File: config.mk
export PLATFORM = sky130hd
export DESIGN_NAME = hazard_scoreboard
export DESIGN_NICKNAME = d
export VERILOG_FILES = /design/src/rtl/hazard_scoreboard.sv
export SDC_FILE = /design/constraint.sdc
export NUM_CORES = 1
export LEC_CHECK = 0
export ABC_AREA = 1
export CORE_MARGIN = 2
export CORE_UTILIZATION = 49
export DETAILED_ROUTE_END_ITERATION = 16
export PLACE_DENSITY_LB_ADDON = 0.08
export SYNTH_ARGS = -nofsm -noshare
export SYNTH_HDL_FRONTEND = slang
export SYNTH_SLANG_ARGS = --single-unit
export TNS_END_PERCENT = 100
File: constraint.sdc
create_clock -name clk -period 1.55 [get_ports clk]
set_input_delay 0.31 -clock clk [delete_from_list [all_inputs] [get_ports clk]]
set_output_delay 0.31 -clock clk [all_outputs]
set_load 0.01 [all_outputs]
File: src/rtl/hazard_scoreboard.sv
// Hazard/forwarding controller: tracks in-flight destination registers across
// FWD_DEPTH stages after decode. Optional stall counter enabled by HAZARD_PERF_EN.
module hazard_scoreboard #(
  parameter int REG_ADDR_W = 5,
  parameter int NUM_REGS   = 32,
  parameter int FWD_DEPTH  = 3,
  parameter int LOAD_LAT   = 1,
  parameter int ZERO_REG   = 31,
  localparam int FSEL_W    = $clog2(FWD_DEPTH + 1)
) (
  input  logic                  clk,
  input  logic                  reset,
  input  logic                  id_valid,
  input  logic [REG_ADDR_W-1:0] id_rn,
  input  logic [REG_ADDR_W-1:0] id_rm,
  input  logic                  id_rn_used,
  input  logic                  id_rm_used,
  input  logic [REG_ADDR_W-1:0] id_rd,
  input  logic                  id_regwrite,
  input  logic                  id_is_load,
  input  logic                  flush,
  output logic                  stall,
  output logic [FSEL_W-1:0]     fwd_a,
  output logic [FSEL_W-1:0]     fwd_b,
`ifdef HAZARD_PERF_EN
  output logic [31:0]           stall_cycles,
`endif
  output logic [NUM_REGS-1:0]   pending_mask
);

  localparam logic [REG_ADDR_W-1:0] ZERO_ADDR = REG_ADDR_W'(ZERO_REG);
  localparam logic [NUM_REGS-1:0]   ONE_HOT0  = {{(NUM_REGS-1){1'b0}}, 1'b1};

  logic [FWD_DEPTH-1:0]  valid_q, valid_d;
  logic [FWD_DEPTH-1:0]  regwrite_q, regwrite_d;
  logic [FWD_DEPTH-1:0]  is_load_q, is_load_d;
  logic [REG_ADDR_W-1:0] rd_q [FWD_DEPTH];
  logic [REG_ADDR_W-1:0] rd_d [FWD_DEPTH];

  logic [FWD_DEPTH-1:0]  match_a_s, match_b_s;
  logic                  hazard_s;
  logic                  stall_s;
  logic [FSEL_W-1:0]     fwd_a_s, fwd_b_s;
  logic [NUM_REGS-1:0]   pending_s;

  // Operand match against each tracked entry, priority select and load-use hazard.
  always_comb begin
    match_a_s = '0;
    match_b_s = '0;
    fwd_a_s   = '0;
    fwd_b_s   = '0;
    hazard_s  = 1'b0;
    for (int k = 0; k < FWD_DEPTH; k++) begin
      match_a_s[k] = valid_q[k] & regwrite_q[k] & (rd_q[k] == id_rn) &
                     (id_rn != ZERO_ADDR) & id_rn_used;
      match_b_s[k] = valid_q[k] & regwrite_q[k] & (rd_q[k] == id_rm) &
                     (id_rm != ZERO_ADDR) & id_rm_used;
    end
    // Walk oldest to youngest so the youngest matching producer wins.
    for (int k = FWD_DEPTH - 1; k >= 0; k--) begin
      fwd_a_s = match_a_s[k] ? FSEL_W'(k + 1) : fwd_a_s;
      fwd_b_s = match_b_s[k] ? FSEL_W'(k + 1) : fwd_b_s;
    end
    for (int k = 0; k < LOAD_LAT; k++) begin
      hazard_s = hazard_s | ((match_a_s[k] | match_b_s[k]) & is_load_q[k]);
    end
    stall_s = id_valid & ~flush & hazard_s;
  end

  // Pending-write mask: one-hot OR of every valid writing entry, XZR included.
  always_comb begin
    pending_s = '0;
    for (int k = 0; k < FWD_DEPTH; k++) begin
      pending_s = pending_s |
                  ((valid_q[k] & regwrite_q[k]) ? (ONE_HOT0 << rd_q[k]) : '0);
    end
  end

  // Next state of the tracking shift register; stalls and flushes inject a bubble.
  always_comb begin
    valid_d[0]    = id_valid & ~flush & ~stall_s;
    regwrite_d[0] = id_regwrite;
    is_load_d[0]  = id_is_load;
    rd_d[0]       = id_rd;
    for (int i = 1; i < FWD_DEPTH; i++) begin
      valid_d[i]    = valid_q[i-1];
      regwrite_d[i] = regwrite_q[i-1];
      is_load_d[i]  = is_load_q[i-1];
      rd_d[i]       = rd_q[i-1];
    end
  end

  // Tracking shift register with asynchronous clear.
  always_ff @(posedge clk or negedge reset) begin
    if (!reset) begin
      valid_q    <= '0;
      regwrite_q <= '0;
      is_load_q  <= '0;
      for (int i = 0; i < FWD_DEPTH; i++) begin
        rd_q[i] <= '0;
      end
    end else begin
      valid_q    <= valid_d;
      regwrite_q <= regwrite_d;
      is_load_q  <= is_load_d;
      rd_q       <= rd_d;
    end
  end

  assign stall        = stall_s;
  assign fwd_a        = fwd_a_s;
  assign fwd_b        = fwd_b_s;
  assign pending_mask = pending_s;

`ifdef HAZARD_PERF_EN
  logic [31:0] stall_cycles_q, stall_cycles_d;

  // Saturating stall counter next value.
  always_comb begin
    if (stall_s && (stall_cycles_q != 32'hFFFF_FFFF)) begin
      stall_cycles_d = stall_cycles_q + 32'd1;
    end else begin
      stall_cycles_d = stall_cycles_q;
    end
  end

  // Stall counter register.
  always_ff @(posedge clk or negedge reset) begin
    if (!reset) begin
      stall_cycles_q <= 32'd0;
    end else begin
      stall_cycles_q <= stall_cycles_d;
    end
  end

  assign stall_cycles = stall_cycles_q;
`endif

endmodule

==> flow_results.xml, run 1 <==
<?xml version="1.0" encoding="UTF-8"?>
<metrics>
  <group name="run_status">
    <metric name="status" unit="">stopped before the end</metric>
    <metric name="failed_stage" unit="">5_1_grt</metric>
    <metric name="error_line" unit="">[ERROR DPL-0038] Utilization greater than 100%, impossible to legalize</metric>
  </group>
  <group name="logic_synthesis">
    <metric name="seq_area_frac_synth" unit="">0.251</metric>
    <metric name="ys_seq_elements" unit="">22</metric>
    <metric name="post_synth.cell_area_avg" unit="um^2">6.16</metric>
    <metric name="synth.cell_area" unit="um^2">2190</metric>
    <metric name="synth_cell_types" unit="">22</metric>
    <metric name="synth-main-ff-cell" unit="">dfrtp_1</metric>
    <metric name="post_synth_inst_count" unit="">356</metric>
    <metric name="most_common_cell_in_the_netlist" unit="">nand2_1</metric>
    <metric name="synth_fp_nets" unit="">379</metric>
    <metric name="synthArstFlopShare" unit="">1.00</metric>
    <metric name="ys_warn_count" unit="">0</metric>
    <metric name="ys_top_cells_by_area" unit="">dfrtp_1 25%, nand2_1 22%, nand3_1 12%, nor2_1 7.2%, xnor2_1 5.6%</metric>
    <metric name="synth_top_area_cell" unit="">dfrtp_1</metric>
    <metric name="post-synth-top-area-fraction" unit="">0.251</metric>
    <metric name="synth_edf_count" unit="">0</metric>
    <metric name="synth.top_cells.by_count" unit="">126 x nand2_1, 52 x nand3_1, 42 x nor2_1, 22 x dfrtp_1, 19 x nor4_1</metric>
  </group>
  <group name="place">
    <metric name="placement.cell_area" unit="um^2">3270</metric>
    <metric name="final_gp_congestion" unit="">0.897</metric>
    <metric name="post-dp-hpwl" unit="um">6100</metric>
    <metric name="portBuffers" unit="">59</metric>
  </group>
  <group name="sta">
    <metric name="kind_of_endpoint_with_the_least_setup_slack" unit="">primary output</metric>
    <metric name="postGrtWorstEndpoint" unit="">fwd_b[0]</metric>
  </group>
  <group name="cts">
    <metric name="cts_num_sinks" unit="">22</metric>
    <metric name="cts.path.max_buffers" unit="">2</metric>
    <metric name="clockRootBuffer" unit="">clkbuf_8</metric>
    <metric name="numCtsBuffers" unit="">3</metric>
    <metric name="cts.htree.levels" unit="">1</metric>
  </group>
  <group name="die">
    <metric name="initial_core_utilization" unit="">0.507</metric>
    <metric name="floorplan.die.width" unit="um">70.9</metric>
    <metric name="placement_rows" unit="">24</metric>
    <metric name="die_h" unit="um">70.9</metric>
    <metric name="ios" unit="">60</metric>
  </group>
  <group name="grt">
    <metric name="largest_net_degree_at_the_start_of_global_routing" unit="">23</metric>
  </group>
</metrics>
per-stage QoR:
stage | worst slack (ps) | instances
detailed placement | -884 | 515
CTS | -403 | 555
floorplan | 115 | 356
global placement | -856 | 515
what timing repair did:
action,4_1_cts
buffers inserted,41
pin swaps,85
endpoints found under the setup margin,37
hold buffers,0
gates resized for setup,338
logic make-up after synthesis:
family / after synthesis / synth area share
AOI/OAI and AO/OA: 4 / 0.0137
xor gates and xnor gates: 26 / 0.104
DFF: 22 / 0.251
and+or+nand+nor: 260 / 0.529
buffers and inverters: 44 / 0.103
==> run 2, diff against run 1 <==
CORE_UTILIZATION = 40   (was 49)
PLACE_DENSITY_LB_ADDON = 0.15   (was 0.08)
==> run 2 against run 1 <==
Effect of this change:
- the flow now finishes, with violations (setup timing)
- synthesized area did not move
- synthesized cell count unchanged
==> flow_results.xml, run 2 <==
<?xml version="1.0" encoding="UTF-8"?>
<metrics>
  <group name="run_status">
    <metric name="status" unit="">complete, but fails checks</metric>
    <metric name="failing_checks" unit="">setup timing</metric>
  </group>
  <group name="logic_synthesis">
    <metric name="parity_gate_share_of_the_synthesized_area_counting_xor_and_xnor_cells" unit="">0.104</metric>
    <metric name="synth_top_area_cell" unit="">dfrtp_1</metric>
    <metric name="post_synth.cell_area_avg" unit="um^2">6.16</metric>
    <metric name="synth-adder-area-share" unit="">0</metric>
    <metric name="ys_warn_count" unit="">0</metric>
    <metric name="synth.top_cells.by_count" unit="">126 x nand2_1, 52 x nand3_1, 42 x nor2_1, 22 x dfrtp_1, 19 x nor4_1</metric>
    <metric name="synth-main-ff-cell" unit="">dfrtp_1</metric>
    <metric name="ys_top_cells_by_area" unit="">dfrtp_1 25%, nand2_1 22%, nand3_1 12%, nor2_1 7.2%, xnor2_1 5.6%</metric>
    <metric name="post-synth-top-area-fraction" unit="">0.251</metric>
    <metric name="synth.mux.area_fraction" unit="">0</metric>
    <metric name="synthSimpleGateAreaFrac" unit="">0.529</metric>
    <metric name="synth_compound_area_frac" unit="">0.0137</metric>
    <metric name="ys_seq_elements" unit="">22</metric>
    <metric name="most_common_cell_in_the_netlist" unit="">nand2_1</metric>
    <metric name="seq_area_frac_synth" unit="">0.251</metric>
    <metric name="synth_top_family_by_area" unit="">simple AND/OR/NAND/NOR gates</metric>
    <metric name="synth_edf_count" unit="">0</metric>
    <metric name="synth_cell_types" unit="">22</metric>
    <metric name="post_synth_inst_count" unit="">356</metric>
    <metric name="synthArstFlopShare" unit="">1.00</metric>
    <metric name="synth.cell_area" unit="um^2">2190</metric>
    <metric name="synth_fp_nets" unit="">379</metric>
  </group>
  <group name="routing">
    <metric name="vias" unit="">4028</metric>
    <metric name="detail-route-antenna-nets" unit="">0</metric>
    <metric name="detailedRoute.firstPassIterationCount" unit="">7</metric>
    <metric name="route.detailed.vias_per_inst" unit="">6.70</metric>
    <metric name="postRouteWirelength" unit="um">16400</metric>
    <metric name="post-route-drc-count" unit="">0</metric>
    <metric name="routed_wl_per_cell" unit="um">27.3</metric>
    <metric name="drt_first_iter_violations" unit="">550</metric>
  </group>
  <group name="final_layout">
    <metric name="area_delta_synth_final" unit="%">128</metric>
    <metric name="instances_no_fill" unit="">601</metric>
    <metric name="layout.nets" unit="">555</metric>
    <metric name="largest_reg_flops" unit="">10</metric>
    <metric name="fillerInstances" unit="">116</metric>
    <metric name="diodes" unit="">0</metric>
    <metric name="layout.core_utilization" unit="">0.961</metric>
    <metric name="layout-drive-gt1-share" unit="">0.638</metric>
    <metric name="layout_common_cells" unit="">100 x nand2_1, 73 x buf_6, 62 x buf_4</metric>
    <metric name="final_common_cell" unit="">nand2_1</metric>
  </group>
  <group name="setup_path">
    <metric name="critPathArrivalTime" unit="ps">1910</metric>
    <metric name="setup.worst_path.end_class" unit="">output port</metric>
    <metric name="crit_path_cell_trace" unit="">buf_6 -&gt; buf_6 -&gt; xor2_1 -&gt; nor2_1 -&gt; nand2_1 -&gt; nor2_1 -&gt; nand2_1 -&gt; nand2_1 -&gt; buf_2</metric>
    <metric name="critPathLaunchType" unit="">flop</metric>
    <metric name="timing.reg2reg.setup_slack" unit="ps">-20</metric>
    <metric name="cp_data_required_time" unit="ps">1240</metric>
    <metric name="worst_path_largest_cell_delay" unit="ps">460</metric>
    <metric name="critical_path.max_fanout" unit="">4</metric>
    <metric name="path_common_cell" unit="">nand2_1</metric>
    <metric name="crit_slowest_cell" unit="">dfrtp_2</metric>
    <metric name="crit_type" unit="">flop to output port</metric>
  </group>
  <group name="place">
    <metric name="final_gp_congestion" unit="">0.976</metric>
    <metric name="dp.cells" unit="">532</metric>
    <metric name="portBuffers" unit="">59</metric>
    <metric name="post-dp-hpwl" unit="um">5880</metric>
  </group>
  <group name="sta">
    <metric name="setup-violations-final" unit="">38</metric>
    <metric name="max_clock_freq" unit="GHz">0.450</metric>
    <metric name="maxSlewHeadroom" unit="">0.719</metric>
    <metric name="finClkSkew" unit="ps">10.8</metric>
    <metric name="slew_violations" unit="">0</metric>
    <metric name="max_slew.worst_pin.slew" unit="ps">419</metric>
    <metric name="rsz0062_at_grt" unit="">true</metric>
    <metric name="period_needed" unit="ps">2220</metric>
    <metric name="worst_slack" unit="ps">-674</metric>
    <metric name="finalHoldViolations" unit="">0</metric>
    <metric name="final.period_utilization" unit="">1.43</metric>
  </group>
  <group name="die">
    <metric name="initial_core_utilization" unit="">0.421</metric>
    <metric name="ios" unit="">60</metric>
    <metric name="core_area" unit="um^2">5200</metric>
    <metric name="floorplan.die.width" unit="um">78.0</metric>
    <metric name="die_h" unit="um">78.0</metric>
    <metric name="placement_rows" unit="">26</metric>
    <metric name="die-area" unit="um^2">6090</metric>
  </group>
  <group name="cts">
    <metric name="numCtsBuffers" unit="">3</metric>
    <metric name="cts.path.max_buffers" unit="">2</metric>
    <metric name="clockRootBuffer" unit="">clkbuf_8</metric>
    <metric name="path_clk_slew" unit="ps">100</metric>
    <metric name="cts_num_sinks" unit="">22</metric>
    <metric name="cts.htree.levels" unit="">1</metric>
    <metric name="cts_tree" unit="">yes</metric>
    <metric name="clkLatencyLatePin" unit="ps">280</metric>
  </group>
  <group name="power">
    <metric name="leakage" unit="nW">2.29</metric>
    <metric name="irDropWorstVdd" unit="mV">0.518</metric>
    <metric name="power.density" unit="nW/um^2">448</metric>
  </group>
  <group name="job">
    <metric name="cap_viol_max_count" unit="">0</metric>
  </group>
  <group name="grt">
    <metric name="largest_net_degree_at_the_start_of_global_routing" unit="">23</metric>
    <metric name="grt.overflow.total" unit="">0</metric>
    <metric name="global_route_usage_over_all_layers" unit="">0.382</metric>
    <metric name="antenna_found_initial" unit="">0</metric>
    <metric name="grt_pass1_vias" unit="">3479</metric>
    <metric name="first_pass_grt_wire_length" unit="um">18100</metric>
  </group>
  <group name="min_path">
    <metric name="hold_path_class" unit="">input pin to asynchronous set/reset pin</metric>
  </group>
</metrics>
run 2: cell counts after synthesis:
Identical to the previous run, type by type.
run 2: cell type report:
cell class | count | area (um^2) | share of cell area
clock inverter | 1 | 30.0 | 0.00600
inverter | 26 | 139 | 0.0278
timing repair buffer | 189 | 1810 | 0.361
multi-input combinational | 290 | 2330 | 0.466
tap | 70 | 87.6 | 0.0175
sequential | 22 | 567 | 0.113
clock buffer | 3 | 41.3 | 0.00826
run 2: path summary, 6_finish.rpt:
check | startpoint | end | cells after the start
setup reg to reg | rd_d[8]$_DFF_PN0_ | valid_q[0]$_DFF_PN0_ | 8
setup / recovery | rd_q[0]$_DFF_PN0_ | fwd_b[0] | 9
min in group clk | regwrite_q[1]$_DFF_PN0_ | regwrite_q[2]$_DFF_PN0_ | 0
max in group asynchronous | reset | rd_q[3]$_DFF_PN0_ | 2
hold / removal | reset | valid_q[2]$_DFF_PN0_ | 2
hold reg to reg | regwrite_q[1]$_DFF_PN0_ | regwrite_q[2]$_DFF_PN0_ | 0
run 2: what timing repair did:
| item | CTS | global route |
|---|---|---|
| pin swaps | 48 | 81 |
| gates resized for setup | 336 | 135 |
| buffers inserted | 45 | 32 |
| hold buffers | 0 | 0 |
| cloned | 0 | 1 |
| setup endpoints to repair | 38 | 38 |
run 2: metrics by stage:
stage	setup TNS, ps	setup slack, ps	total power [W]	hold WS, ps	instance area, um^2
after detailed placement	-20570	-897	0.00112	359	3270
after CTS	-9580	-390	0.00189	388	4230
after global routing	-17710	-713	0.00227	415	5000
final	-17190	-674	0.00224	383	5000
after global placement	-20150	-900	0.00111	358	3270
after floorplan	0	115	0.000872	14.4	2190
run 2: per-layer routing:
| layer | up-vias | routed length [um] | track usage |
|---|---|---|---|
| met5 | - | 0 | 0 |
| met4 | 0 | 1720 | 0.193 |
| met3 | 210 | 2180 | 0.0816 |
| met2 | 491 | 6980 | 0.630 |
| met1 | 1821 | 5520 | 0.471 |
| li1 | 1506 | - | - |
run 2: critical path, delay by kind of cell, from the launching register on:
family | cells | cell delay, ps
xor gates and xnor gates | 1 | 160
DFF | 1 | 460
and+or+nand+nor | 5 | 630
buffers and inverters | 3 | 390
run 2: logic make-up after synthesis:
logic type                count (synthesis)
and+or+nand+nor                         260
buffers and inverters                    44
xor gates and xnor gates                 26
DFF                                      22
AOI/OAI and AO/OA                         4
run 2: power breakdown:
group,leakage [nW],internal (W),switching (W)
Combinational,2.01,0.000453,0.000555
Clock,0.0357,0.000346,0.000231
Sequential,0.247,0.000606,0.0000514
No activity file was read; power rests on OpenSTA's default activity.
==> run 3, diff against run 2 <==
CORE_UTILIZATION = 49   (was 40)
==> run 3 against run 2 <==
Effect of this change:
- synthesized cell count unchanged
- the run now fails in 5_1_grt
- synthesized area stayed put
==> flow_results.xml, run 3 <==
<?xml version="1.0" encoding="UTF-8"?>
<metrics>
  <group name="logic_synthesis">
    <metric name="synth_edf_count" unit="">0</metric>
    <metric name="synth.top_cells.by_count" unit="">126 x nand2_1, 52 x nand3_1, 42 x nor2_1, 22 x dfrtp_1, 19 x nor4_1</metric>
    <metric name="synth_cell_types" unit="">22</metric>
    <metric name="post_synth_inst_count" unit="">356</metric>
    <metric name="ys_warn_count" unit="">0</metric>
    <metric name="synth_fp_nets" unit="">379</metric>
    <metric name="ys_top_cells_by_area" unit="">dfrtp_1 25%, nand2_1 22%, nand3_1 12%, nor2_1 7.2%, xnor2_1 5.6%</metric>
    <metric name="post-synth-top-area-fraction" unit="">0.251</metric>
    <metric name="seq_area_frac_synth" unit="">0.251</metric>
    <metric name="synthArstFlopShare" unit="">1.00</metric>
    <metric name="synth-main-ff-cell" unit="">dfrtp_1</metric>
    <metric name="ys_seq_elements" unit="">22</metric>
    <metric name="most_common_cell_in_the_netlist" unit="">nand2_1</metric>
    <metric name="synth.cell_area" unit="um^2">2190</metric>
    <metric name="post_synth.cell_area_avg" unit="um^2">6.16</metric>
    <metric name="synth_top_area_cell" unit="">dfrtp_1</metric>
  </group>
  <group name="place">
    <metric name="post-dp-hpwl" unit="um">5790</metric>
    <metric name="detailedPlace.worstSlack" unit="ps">-870</metric>
    <metric name="portBuffers" unit="">59</metric>
    <metric name="final_gp_congestion" unit="">0.966</metric>
  </group>
  <group name="die">
    <metric name="floorplan.die.width" unit="um">70.9</metric>
    <metric name="die_h" unit="um">70.9</metric>
    <metric name="initial_core_utilization" unit="">0.507</metric>
    <metric name="ios" unit="">60</metric>
    <metric name="placement_rows" unit="">24</metric>
  </group>
  <group name="sta">
    <metric name="postGrtWorstEndpoint" unit="">pending_mask[27]</metric>
    <metric name="kind_of_endpoint_with_the_least_setup_slack" unit="">primary output</metric>
  </group>
  <group name="run_status">
    <metric name="error_line" unit="">[ERROR DPL-0038] Utilization greater than 100%, impossible to legalize</metric>
    <metric name="status" unit="">stopped before the end</metric>
    <metric name="failed_stage" unit="">5_1_grt</metric>
  </group>
  <group name="cts">
    <metric name="holdBufCountCts" unit="">0</metric>
    <metric name="cts.path.max_buffers" unit="">2</metric>
    <metric name="cts_num_sinks" unit="">22</metric>
    <metric name="clockRootBuffer" unit="">clkbuf_8</metric>
    <metric name="cts.htree.levels" unit="">1</metric>
    <metric name="numCtsBuffers" unit="">3</metric>
  </group>
  <group name="grt">
    <metric name="largest_net_degree_at_the_start_of_global_routing" unit="">23</metric>
  </group>
</metrics>
run 3: cell counts after synthesis:
Identical to the previous run, type by type.
run 3: kinds of logic after synthesis:
| kind of cell | after synthesis | synth area share |
|---|---|---|
| and+or+nand+nor | 260 | 0.529 |
| buffers and inverters | 44 | 0.103 |
| xor gates and xnor gates | 26 | 0.104 |
| DFF | 22 | 0.251 |
| AOI/OAI and AO/OA | 4 | 0.0137 |
run 3: what timing repair did:
action / CTS
setup endpoints to repair: 37
gates resized for setup: 291
buffers inserted: 45
pin swaps: 32
run 3: metrics by stage:
step	instances	utilization	cell area (um^2)
2_1_floorplan	356	-	2190
3_3_place_gp	502	0.738	3190
3_5_place_dp	502	0.738	3190
4_1_cts	549	0.950	4110
